==> src/rtl/marker_select_if.sv <==
// ---------------------------------------------------------------------------
// marker_select_if
// Bundles the pixel/mouse/readback signals of marker_select.
//   master : drives frame_clk, DrawX/DrawY, mousex/mousey, click, clear, rd_idx;
//            observes is_cursor, is_marker, marker_idx, num_points, full,
//            rd_x/rd_y, rd_valid
//   slave  : the marker_select side (mirror of master)
// ---------------------------------------------------------------------------
interface marker_select_if;
    logic        frame_clk;
    logic [9:0]  DrawX;
    logic [9:0]  DrawY;
    logic [9:0]  mousex;
    logic [9:0]  mousey;
    logic        click;
    logic        clear;
    logic [3:0]  rd_idx;

    logic        is_cursor;
    logic        is_marker;
    logic [3:0]  marker_idx;
    logic [4:0]  num_points;
    logic        full;
    logic [9:0]  rd_x;
    logic [9:0]  rd_y;
    logic        rd_valid;

    modport master (
        output frame_clk, DrawX, DrawY, mousex, mousey, click, clear, rd_idx,
        input  is_cursor, is_marker, marker_idx, num_points, full,
               rd_x, rd_y, rd_valid
    );

    modport slave (
        input  frame_clk, DrawX, DrawY, mousex, mousey, click, clear, rd_idx,
        output is_cursor, is_marker, marker_idx, num_points, full,
               rd_x, rd_y, rd_valid
    );
endinterface

==> src/rtl/marker_select.sv <==
// ---------------------------------------------------------------------------
// marker_select
// Mouse-driven selection of up to NUM_POINTS tracking points with cursor and
// marker overlay rendering and registered readback of stored points.
//
// Ports:
//   Clk    in   system clock, all state on posedge
//   Reset  in   synchronous, active-high
//   bus    slave modport of marker_select_if
//            frame_clk         frame strobe, edge-detected internally
//            DrawX/DrawY       pixel being drawn
//            mousex/mousey     raw mouse position (clamped on load)
//            click             left button level, rising edge captures
//            clear             level, drops all stored points
//            rd_idx            slot to read back (1-cycle latency)
//            is_cursor         pixel on cursor disc
//            is_marker         pixel on a stored point's square outline
//            marker_idx        lowest hitting slot, 0 when no hit
//            num_points/full   stored point count / count == NUM_POINTS
//            rd_x/rd_y/rd_valid registered contents of slot rd_idx
//
// State table:
//   S_EMPTY     | no points stored
//   S_SELECTING | some but not all points stored
//   S_FULL      | NUM_POINTS points stored, further captures rejected
// ---------------------------------------------------------------------------
module marker_select #(
    parameter int         NUM_POINTS  = 4,
    parameter logic [9:0] CURSOR_SIZE = 10'd4,
    parameter logic [9:0] MARKER_SIZE = 10'd3,
    parameter logic [9:0] X_MAX       = 10'd639,
    parameter logic [9:0] Y_MAX       = 10'd479
) (
    input  logic           Clk,
    input  logic           Reset,
    marker_select_if.slave bus
);

    typedef enum logic [1:0] {
        S_EMPTY,
        S_SELECTING,
        S_FULL
    } state_t;

    localparam logic [22:0] CURSOR_R_SQ = 23'(CURSOR_SIZE) * 23'(CURSOR_SIZE);
    localparam logic [4:0]  NUM_P5      = 5'(NUM_POINTS);

    state_t      state_q, state_d;

    logic        frame_d, frame_rise;
    logic        click_d, click_rise;
    logic [9:0]  cur_x, cur_y;
    logic [9:0]  mouse_x_clamped, mouse_y_clamped;

    // Slot storage is sized for the maximum of 16; slots at or above
    // NUM_POINTS are never written and their valid bits stay 0.
    logic [9:0]  slot_x [16];
    logic [9:0]  slot_y [16];
    logic [15:0] slot_v;
    logic [4:0]  cnt_q;

    logic [3:0]  wr_idx, last_idx;
    logic        is_dup, is_full, accept, rd_in_range;

    assign mouse_x_clamped = (bus.mousex > X_MAX) ? X_MAX : bus.mousex;
    assign mouse_y_clamped = (bus.mousey > Y_MAX) ? Y_MAX : bus.mousey;

    // ---------------- capture qualification ----------------
    assign wr_idx   = cnt_q[3:0];
    assign last_idx = cnt_q[3:0] - 4'd1;
    assign is_dup   = (cnt_q != 5'd0) &&
                      (slot_x[last_idx] == cur_x) &&
                      (slot_y[last_idx] == cur_y);
    assign is_full  = (state_q == S_FULL);
    // clear outranks a coincident click edge
    assign accept   = click_rise && !bus.clear && !is_full && !is_dup;

    // ---------------- FSM ----------------
    always_ff @(posedge Clk) begin
        if (Reset) begin
            state_q <= S_EMPTY;
        end else begin
            state_q <= state_d;
        end
    end

    always_comb begin
        state_d = state_q;
        if (bus.clear) begin
            state_d = S_EMPTY;
        end else if (accept) begin
            state_d = ((cnt_q + 5'd1) == NUM_P5) ? S_FULL : S_SELECTING;
        end
    end

    // ---------------- edge detect, cursor, count, readback ----------------
    assign rd_in_range = ({1'b0, bus.rd_idx} < NUM_P5);

    always_ff @(posedge Clk) begin
        if (Reset) begin
            frame_d    <= 1'b0;
            frame_rise <= 1'b0;
            click_d    <= 1'b0;
            click_rise <= 1'b0;
            cur_x      <= mouse_x_clamped;
            cur_y      <= mouse_y_clamped;
            cnt_q      <= 5'd0;
            slot_v     <= '0;
            bus.rd_x     <= 10'd0;
            bus.rd_y     <= 10'd0;
            bus.rd_valid <= 1'b0;
        end else begin
            frame_d    <= bus.frame_clk;
            frame_rise <= bus.frame_clk & ~frame_d;
            click_d    <= bus.click;
            click_rise <= bus.click & ~click_d;

            if (frame_rise) begin
                cur_x <= mouse_x_clamped;
                cur_y <= mouse_y_clamped;
            end

            if (bus.clear) begin
                cnt_q  <= 5'd0;
                slot_v <= '0;
            end else if (accept) begin
                cnt_q          <= cnt_q + 5'd1;
                slot_v[wr_idx] <= 1'b1;
            end

            bus.rd_x     <= slot_x[bus.rd_idx];
            bus.rd_y     <= slot_y[bus.rd_idx];
            bus.rd_valid <= rd_in_range && slot_v[bus.rd_idx];
        end
    end

    // Coordinates need no reset; validity is tracked by slot_v. The cursor
    // captured here is the value before any coincident frame update.
    always_ff @(posedge Clk) begin
        if (!Reset && accept) begin
            slot_x[wr_idx] <= cur_x;
            slot_y[wr_idx] <= cur_y;
        end
    end

    // ---------------- cursor rendering ----------------
    logic signed [10:0] cdx, cdy;
    logic signed [21:0] cdx_sq, cdy_sq;
    logic [22:0]        cdist_sq;

    assign cdx      = $signed({1'b0, bus.DrawX}) - $signed({1'b0, cur_x});
    assign cdy      = $signed({1'b0, bus.DrawY}) - $signed({1'b0, cur_y});
    assign cdx_sq   = cdx * cdx;
    assign cdy_sq   = cdy * cdy;
    assign cdist_sq = {1'b0, cdx_sq} + {1'b0, cdy_sq};

    assign bus.is_cursor = (cdist_sq <= CURSOR_R_SQ);

    // ---------------- marker rendering ----------------
    // Absolute distances are formed by ordered subtraction so a point near
    // the screen edge never wraps onto the opposite side.
    logic       hit_any;
    logic [3:0] hit_idx;

    always_comb begin
        hit_any = 1'b0;
        hit_idx = 4'd0;
        // scan downward so the lowest hitting index is the one left standing
        for (int i = NUM_POINTS - 1; i >= 0; i--) begin
            logic [9:0] adx;
            logic [9:0] ady;
            adx = (bus.DrawX >= slot_x[i]) ? (bus.DrawX - slot_x[i]) : (slot_x[i] - bus.DrawX);
            ady = (bus.DrawY >= slot_y[i]) ? (bus.DrawY - slot_y[i]) : (slot_y[i] - bus.DrawY);
            if (slot_v[i] && (adx <= MARKER_SIZE) && (ady <= MARKER_SIZE) &&
                ((adx == MARKER_SIZE) || (ady == MARKER_SIZE))) begin
                hit_any = 1'b1;
                hit_idx = 4'(i);
            end
        end
    end

    assign bus.is_marker  = hit_any;
    assign bus.marker_idx = hit_idx;
    assign bus.num_points = cnt_q;
    assign bus.full       = is_full;

endmodule

==> src/flat_wrapper.sv <==
// flat-port wrapper written by rule: the top's interface ports become plain ports
module marker_select_flat 
#(
    parameter int         NUM_POINTS  = 4,
    parameter logic [9:0] CURSOR_SIZE = 10'd4,
    parameter logic [9:0] MARKER_SIZE = 10'd3,
    parameter logic [9:0] X_MAX       = 10'd639,
    parameter logic [9:0] Y_MAX       = 10'd479
)
  (Clk, Reset, bus_frame_clk, bus_DrawX, bus_DrawY, bus_mousex, bus_mousey, bus_click, bus_clear, bus_rd_idx, bus_is_cursor, bus_is_marker, bus_marker_idx, bus_num_points, bus_full, bus_rd_x, bus_rd_y, bus_rd_valid);
  marker_select_if bus_i ();
  input  logic Clk;
  input  logic Reset;
  input wire logic [$bits(bus_i.frame_clk)-1:0] bus_frame_clk;
  input wire logic [$bits(bus_i.DrawX)-1:0] bus_DrawX;
  input wire logic [$bits(bus_i.DrawY)-1:0] bus_DrawY;
  input wire logic [$bits(bus_i.mousex)-1:0] bus_mousex;
  input wire logic [$bits(bus_i.mousey)-1:0] bus_mousey;
  input wire logic [$bits(bus_i.click)-1:0] bus_click;
  input wire logic [$bits(bus_i.clear)-1:0] bus_clear;
  input wire logic [$bits(bus_i.rd_idx)-1:0] bus_rd_idx;
  output wire logic [$bits(bus_i.is_cursor)-1:0] bus_is_cursor;
  output wire logic [$bits(bus_i.is_marker)-1:0] bus_is_marker;
  output wire logic [$bits(bus_i.marker_idx)-1:0] bus_marker_idx;
  output wire logic [$bits(bus_i.num_points)-1:0] bus_num_points;
  output wire logic [$bits(bus_i.full)-1:0] bus_full;
  output wire logic [$bits(bus_i.rd_x)-1:0] bus_rd_x;
  output wire logic [$bits(bus_i.rd_y)-1:0] bus_rd_y;
  output wire logic [$bits(bus_i.rd_valid)-1:0] bus_rd_valid;
  assign bus_i.frame_clk = bus_frame_clk;
  assign bus_i.DrawX = bus_DrawX;
  assign bus_i.DrawY = bus_DrawY;
  assign bus_i.mousex = bus_mousex;
  assign bus_i.mousey = bus_mousey;
  assign bus_i.click = bus_click;
  assign bus_i.clear = bus_clear;
  assign bus_i.rd_idx = bus_rd_idx;
  assign bus_is_cursor = bus_i.is_cursor;
  assign bus_is_marker = bus_i.is_marker;
  assign bus_marker_idx = bus_i.marker_idx;
  assign bus_num_points = bus_i.num_points;
  assign bus_full = bus_i.full;
  assign bus_rd_x = bus_i.rd_x;
  assign bus_rd_y = bus_i.rd_y;
  assign bus_rd_valid = bus_i.rd_valid;
  marker_select #(.NUM_POINTS(NUM_POINTS), .CURSOR_SIZE(CURSOR_SIZE), .MARKER_SIZE(MARKER_SIZE), .X_MAX(X_MAX), .Y_MAX(Y_MAX)) u_core (.Clk(Clk), .Reset(Reset), .bus(bus_i));
endmodule
==> config.mk <==
export PLATFORM = sky130hd
export DESIGN_NAME = marker_select_flat
export DESIGN_NICKNAME = d
export VERILOG_FILES = /design/src/rtl/marker_select_if.sv /design/src/rtl/marker_select.sv /design/src/flat_wrapper.sv
export SDC_FILE = /design/constraint.sdc
export NUM_CORES = 1
export LEC_CHECK = 0
export CAP_MARGIN = 40
export CORE_ASPECT_RATIO = 1.1
export CORE_MARGIN = 4
export CORE_UTILIZATION = 40
export CTS_BUF_LIST = sky130_fd_sc_hd__clkbuf_4
export DETAILED_ROUTE_END_ITERATION = 8
export GPL_TIMING_DRIVEN = 0
export PLACE_DENSITY = 0.65
export SLEW_MARGIN = 10
export SYNTH_ARGS = -nofsm -noshare
export SYNTH_HDL_FRONTEND = slang
export SYNTH_SLANG_ARGS = --single-unit
==> constraint.sdc <==
create_clock -name Clk -period 43 [get_ports Clk]
set_input_delay 8.6 -clock Clk [delete_from_list [all_inputs] [get_ports Clk]]
set_output_delay 8.6 -clock Clk [all_outputs]
set_load 0.01 [all_outputs]
* Yosys cells after proc, flatten, opt, wreduce, memory -nomap -nowiden
Memories as Yosys holds them, arrays and structs flattened. A register that Yosys moved wholly into a read port is not among the register bits.
Cells that the tools add are included.
** Storage, ports and cells
- Register bits after elaboration :: 48
- Output and inout bits :: 33
- Memories kept :: 2
- Bits in writable memories :: 320
** Operators by class
- Multiply operators :: 2
- Reductions and logical operators :: 31
- Equality and inequality tests :: 12
- Bitwise logic cells :: 5
- $add $sub $neg :: 21
- Muxes and demuxes :: 29
- Magnitude comparators :: 23
** Memories
- u_core.slot_x :: words 16, bits a word 10, rd ports 6, clocked after memory_dff 1, write ports 1, line marker_select.sv:57 : logic [9:0] slot_x [16];
- u_core.slot_y :: words 16, bits a word 10, rd ports 6, clocked after memory_dff 1, write ports 1, line marker_select.sv:58 : logic [9:0] slot_y [16];
** Operators by type and width (number)
- $sub 10x10->10 :: 16
- $mux 10 :: 14
- $eq 10x2->1 const B :: 8
- $ge 10x10->1 :: 8
- $le 10x2->1 const B :: 8
- $mul 11x11->22 :: 2
- $add 22x22->23 :: 1
- $le 23x5->1 const B :: 1
- $sub 10x10->11 :: 2
- $eq 10x10->1 :: 2
- $logic_and 1x1->1 :: 20
- $or 16x16->16 :: 1
- $gt 10x10->1 const B :: 1
- $gt 10x9->1 const B :: 1
- $lt 4x5->1 const B :: 2
- $mux 2 :: 5
- $mux 1 :: 8
- $add 5x1->5 const B :: 1
- $eq 5x3->1 const B :: 1
- $reduce_bool 5->1 :: 1
- $bmux 1 s4 :: 1
- $demux 1 s4 :: 1
- $ge 4x1->1 const B :: 1
- $logic_not 1->1 :: 4
- other kinds (8) :: 13

* Longest topological paths before layout
An unclocked memory read counts as a cell.
- Depth after elaboration :: 11
- Depth in mapped cells :: 44
- Depth with buffers taken out :: 43

* Worst setup path after synthesis
OpenSTA, ideal clock, no wires.
- Kind :: input to output
- Start :: input port bus_DrawX[1]
- End :: output port bus_is_cursor
- Arrival :: 16932 ps
- Stages on the path :: 41
- Slack :: 17468 ps
- Path through :: inv_1 fa_1 nor2b_1 o21ai_0 nand2b_1 a21o_1 a21o_1 a21o_1 a21o_1 nand2_1 nand2_1 inv_1 clkbuf_1 nand2_1 inv_1 fa_1 inv_1 fa_1 (+5 left out) inv_1 ha_1 or2_2 a21oi_1 a21oi_1 a21o_1 a21oi_1 xnor2_1 ha_1 or3_1 o221ai_1 a2111oi_0 nand4_1 nor4_1 o221ai_1 nor4_1 nand4_1 a21oi_1
** On the way
- Word-level cells in the longest chain between the ends :: 4
** RTL lines
- start, declared :: line flat_wrapper.sv:15 : input wire logic [$bits(bus_i.DrawX)-1:0] bus_DrawX;
- $sub 10x10->11 :: line marker_select.sv:151 : assign cdx = $signed({1'b0, bus.DrawX}) - $signed({1'b0, cur_x});
- $mul 11x11->22 :: line marker_select.sv:153 : assign cdx_sq = cdx * cdx;
- $add 22x22->23 :: line marker_select.sv:155 : assign cdist_sq = {1'b0, cdx_sq} + {1'b0, cdy_sq};
- $le 23x5->1 :: line marker_select.sv:157 : assign bus.is_cursor = (cdist_sq <= CURSOR_R_SQ);
- end, declared :: line flat_wrapper.sv:22 : output wire logic [$bits(bus_i.is_cursor)-1:0] bus_is_cursor;
Every way passes these cells.

* Worst setup path in the final report
Same ends and word-level chain as after synthesis.

==> report_table.html <==
<table>
<tr><th>Metric</th><th>Value</th></tr>
<tr><th colspan="2">Logic synthesis</th></tr>
<tr><td>Synth Instances</td><td>3,050</td></tr>
<tr><td>Proportion of synthesized chip area in sequential cells</td><td>approximately a third</td></tr>
<tr><td>Cell area after synthesis</td><td>around 34,000 um2</td></tr>
<tr><td>Predominant post-synthesis flop cell</td><td>sky130_fd_sc_hd__edfxtp_1</td></tr>
<tr><td>Number of enable-type register cells in the synthesized netlist</td><td>between 300 and 400</td></tr>
<tr><td>Distinct cell type count after synthesis</td><td>82</td></tr>
<tr><td>Synthesis Warnings</td><td>0</td></tr>
<tr><td>Average footprint of a synthesized cell</td><td>11.2 um2</td></tr>
<tr><td>Share of flip-flops with an asynchronous set or reset after synthesis</td><td>0%</td></tr>
<tr><td>Yosys reg bits</td><td>roughly 380</td></tr>
<tr><th colspan="2">STA</th></tr>
<tr><td>Achievable frequency</td><td>between 30 and 40 MHz</td></tr>
<tr><td>Number of pins with negative max-slew slack in the final report</td><td>0</td></tr>
<tr><td>Largest clock skew in the final design</td><td>approximately 0.046 ns</td></tr>
<tr><td>Setup violations, final</td><td>0</td></tr>
<tr><td>Total Neg Setup Slack</td><td>0 ns</td></tr>
<tr><td>Worst slew margin</td><td>about a third</td></tr>
<tr><td>Final hold viol count</td><td>0</td></tr>
<tr><td>RSZ-0062 raised after global routing</td><td>no</td></tr>
<tr><td>Tmin final</td><td>approximately 29 ns</td></tr>
<tr><td>Fin crit share</td><td>roughly 68%</td></tr>
<tr><td>Transition at the pin with the smallest max-transition slack</td><td>between 0.9 and 1 ns</td></tr>
<tr><th colspan="2">Drt</th></tr>
<tr><td>Routed vias</td><td>between 20k and 30k</td></tr>
<tr><td>Count of antenna-violating nets left after detailed routing</td><td>0</td></tr>
<tr><td>Drt via density</td><td>around 5.6</td></tr>
<tr><td>Final wirelength</td><td>between 90,000 and 100,000 um</td></tr>
<tr><td>First drt pass iteration count</td><td>5</td></tr>
<tr><td>Routed length per placed instance</td><td>~22 um</td></tr>
<tr><td>DRC violations left</td><td>0</td></tr>
<tr><td>Iter 0 DRT Violations</td><td>2,263</td></tr>
<tr><th colspan="2">CTS</th></tr>
<tr><td>Clk pin slew, worst setup/hold paths</td><td>approximately 0.08 ns</td></tr>
<tr><td>Resize count post-CTS</td><td>0</td></tr>
<tr><td>Clock tree from TritonCTS</td><td>done</td></tr>
<tr><td>Number of sinks handled by clock tree synthesis</td><td>between 300 and 400</td></tr>
<tr><td>Max Buffers Root-to-Sink</td><td>3</td></tr>
<tr><td>Buffer type at the clock tree root</td><td>sky130_fd_sc_hd__clkbuf_4</td></tr>
<tr><td>Total setup buffers inserted after CTS</td><td>0</td></tr>
<tr><td>Hold-fix buffer count after cts</td><td>0</td></tr>
<tr><td>Number of buffers added by the clock tree synthesis step</td><td>83</td></tr>
<tr><td>Total number of H-tree levels</td><td>3</td></tr>
<tr><td>Latest clock arrival within the worst-skew pair</td><td>around 0.8 ns</td></tr>
<tr><th colspan="2">GRT</th></tr>
<tr><td>Remaining global-route overflow</td><td>0</td></tr>
<tr><td>Met3 Track Usage GR</td><td>around 2.8%</td></tr>
<tr><td>Met1 usage in global routing</td><td>between 20% and 30%</td></tr>
<tr><td>Via count of the first global-routing pass</td><td>between 20k and 25k</td></tr>
<tr><td>Maximum number of pins on one net before global-route repair</td><td>21</td></tr>
<tr><td>Number of antenna violations at the first check in global routing</td><td>6</td></tr>
<tr><td>Met2 track demand over resource</td><td>a little over a third</td></tr>
<tr><td>Busiest layer in global routing</td><td>met2</td></tr>
<tr><td>First-pass GRT wire length</td><td>146,000 um</td></tr>
<tr><td>Aggregate global-route resource usage</td><td>21.3%</td></tr>
<tr><th colspan="2">Floorplan</th></tr>
<tr><td>Count of pins on the block boundary</td><td>between 80 and 90</td></tr>
<tr><td>Core area</td><td>84,800 um2</td></tr>
<tr><td>Row count</td><td>around 110</td></tr>
<tr><td>Die boundary width</td><td>around 290 um</td></tr>
<tr><td>Height of the die</td><td>between 300 and 400 um</td></tr>
<tr><td>Initial standard-cell utilization of the core</td><td>40.3%</td></tr>
<tr><td>Die area</td><td>about 90,000 um2</td></tr>
<tr><th colspan="2">Critical path</th></tr>
<tr><td>Delay contributed by the slowest stage of the critical path</td><td>1.00 ns</td></tr>
<tr><td>Required time worst endpoint</td><td>between 30 and 40 ns</td></tr>
<tr><td>Crit path launch type</td><td>input port</td></tr>
<tr><td>Critical Path AT</td><td>20.81 ns</td></tr>
<tr><td>Startpoint-to-endpoint class of the critical path</td><td>in2out</td></tr>
<tr><td>Cell seen most often among critical-path stages</td><td>sky130_fd_sc_hd__inv_1</td></tr>
<tr><td>Critical Path End Type</td><td>primary output</td></tr>
<tr><td>Worst path slowest cell</td><td>sky130_fd_sc_hd__clkdlybuf4s50_1</td></tr>
<tr><td>Largest fanout on the critical path</td><td>12</td></tr>
<tr><th colspan="2">Finish</th></tr>
<tr><td>Fraction of final layout cells sized beyond drive strength 1</td><td>between 10% and 20%</td></tr>
<tr><td>Final standard cell area without fillers</td><td>between 30,000 and 40,000 um2</td></tr>
<tr><td>Final Instance Count excl. Fillers</td><td>between 4k and 5k</td></tr>
<tr><td>Relative area change from synthesis to final layout</td><td>11.7%</td></tr>
<tr><td>Final layout net count</td><td>roughly 3.8k</td></tr>
<tr><th colspan="2">Placement</th></tr>
<tr><td>GPL Wtd Cong</td><td>about 0.93</td></tr>
<tr><td>Placed inst area</td><td>~37,000 um2</td></tr>
<tr><td>Number of instances in the placed design</td><td>4,328</td></tr>
<tr><td>Half-perimeter wire length of the detailed placement result</td><td>76,900 um</td></tr>
<tr><td>Count of input and output buffers</td><td>77</td></tr>
<tr><th colspan="2">Job</th></tr>
<tr><td>Max-cap check violation count</td><td>0</td></tr>
<tr><th colspan="2">Outcome</th></tr>
<tr><td>Outcome</td><td>finished clean</td></tr>
<tr><th colspan="2">Hold path</th></tr>
<tr><td>Kind of path behind the tightest hold check</td><td>reg2reg</td></tr>
</table>
synth_stat cells, drive strengths merged (11+ instances only):
master    n  share of area (%)
a31oi    11               0.20
mux2i    48                1.4
o31ai    13               0.30
ha      289                 11
mux4    198                 13
nand2b   55                1.0
mux2     11               0.36
xnor2   108                2.8
a221oi   14               0.38
fa      225                 13
edfxtp  340                 30
a21oi   139                2.0
buf      34               0.58
nand3    32               0.47
or2      14               0.26
nand2   161                1.8
a211oi   25               0.55
o211ai   20               0.44
clkbuf   70               0.77
o21ai   105                1.5
nand4    30               0.55
xor2     36               0.92
nor2    176                1.9
and3     12               0.22
nor2b    58                1.1
inv     523                5.8
o21bai   14               0.31
o21a     14               0.31
dfxtp    36                2.1
nor3     42               0.62
nor4     11               0.22
a21o     51                1.1
critical path: cells and delay by family:
family                     cells  cell delay [ns]
AOI/OAI and AO/OA             13             2.45
xor gates and xnor gates       1             0.37
adders and majority gates      8             4.02
and+or+nand+nor               11             2.30
buffers and inverters         10             3.04
cells in the final DEF (no fill, tap or decap), types with 70 or more instances in the layout:
cell                              instances
sky130_fd_sc_hd__nand2_1                157
sky130_fd_sc_hd__clkbuf_1                70
sky130_fd_sc_hd__inv_1                  522
sky130_fd_sc_hd__o21ai_0                101
sky130_fd_sc_hd__ha_1                   289
sky130_fd_sc_hd__clkbuf_4               118
sky130_fd_sc_hd__nor2_1                 172
sky130_fd_sc_hd__a21oi_1                139
sky130_fd_sc_hd__clkdlybuf4s50_1         77
sky130_fd_sc_hd__fa_1                   225
sky130_fd_sc_hd__edfxtp_1               340
sky130_fd_sc_hd__xnor2_1                108
sky130_fd_sc_hd__mux4_2                 198
per-layer routing:
metal | vias up | routed length [um]
li1 | 11300 | -
met4 | 2 | 3150
met5 | - | 13
met2 | 1157 | 47500
met1 | 12500 | 38100
met3 | 170 | 7810
state kept, by name (all words and copies together), names as in the netlist, 4 cells and up:
| register | cells |
|---|---|
| u_core.bus.num_points | 5 |
| u_core.bus.rd_x | 10 |
| u_core.bus.rd_y | 10 |
| u_core.cur_x | 10 |
| u_core.cur_y | 10 |
| u_core.slot_v | 4 |
| u_core.slot_x | 160 |
| u_core.slot_y | 160 |
metrics by stage:
stage	hold slack, ns	util (%)	setup slack, ns
detailed placement	0.377	43.7	13.50
CTS	0.384	44.9	13.46
global route	0.390	44.9	12.94
finish	0.379	45.0	13.59
global placement	0.372	42.9	13.51
floorplan	0.367	-	17.47
logic make-up (layout without fill, tap and decap cells):
logic type | Yosys count | count (layout) | synth area share, %
mux | 257 | 257 | 14.8
xor+xnor | 144 | 144 | 3.70
fa+ha+maj | 514 | 514 | 23.8
compound gates | 490 | 490 | 9.35
flops | 376 | 376 | 32.0
simple gates | 636 | 636 | 9.13
buf+inv | 632 | 918 | 7.16
other cells | 1 | 7 | 0.0110
worst paths after layout:
check | start | to | slack [ns] | depth (start not counted)
worst max-delay path | bus_DrawX[1] | bus_is_cursor | 13.59 | 43
worst min-delay path | u_core.frame_d$_SDFF_PP0_ | u_core.frame_rise$_SDFF_PP0_ | 0.38 | 1
worst max register to register | u_core.bus.num_points[0]$_SDFFE_PP0P_ | u_core.slot_y[9][1]$_DFFE_PP_ | 36.62 | 18
worst min register to register | u_core.frame_d$_SDFF_PP0_ | u_core.frame_rise$_SDFF_PP0_ | 0.38 | 1
layout make-up:
class | count | area [um2]
clock buffers | 118 | 886
repair buffers | 136 | 1430
multi-input cells | 2044 | 20800
clock inverters | 32 | 156
flip-flops and latches | 376 | 10900
plain buffers | 104 | 460
well taps | 1140 | 1430
fillers | 7855 | 46700
diodes | 4 | 10.0
inverters | 528 | 1980
Power is left out: the tool's default activity adds up to more than one toggle a clock period on the data nets, which glitch-free logic cannot reach.
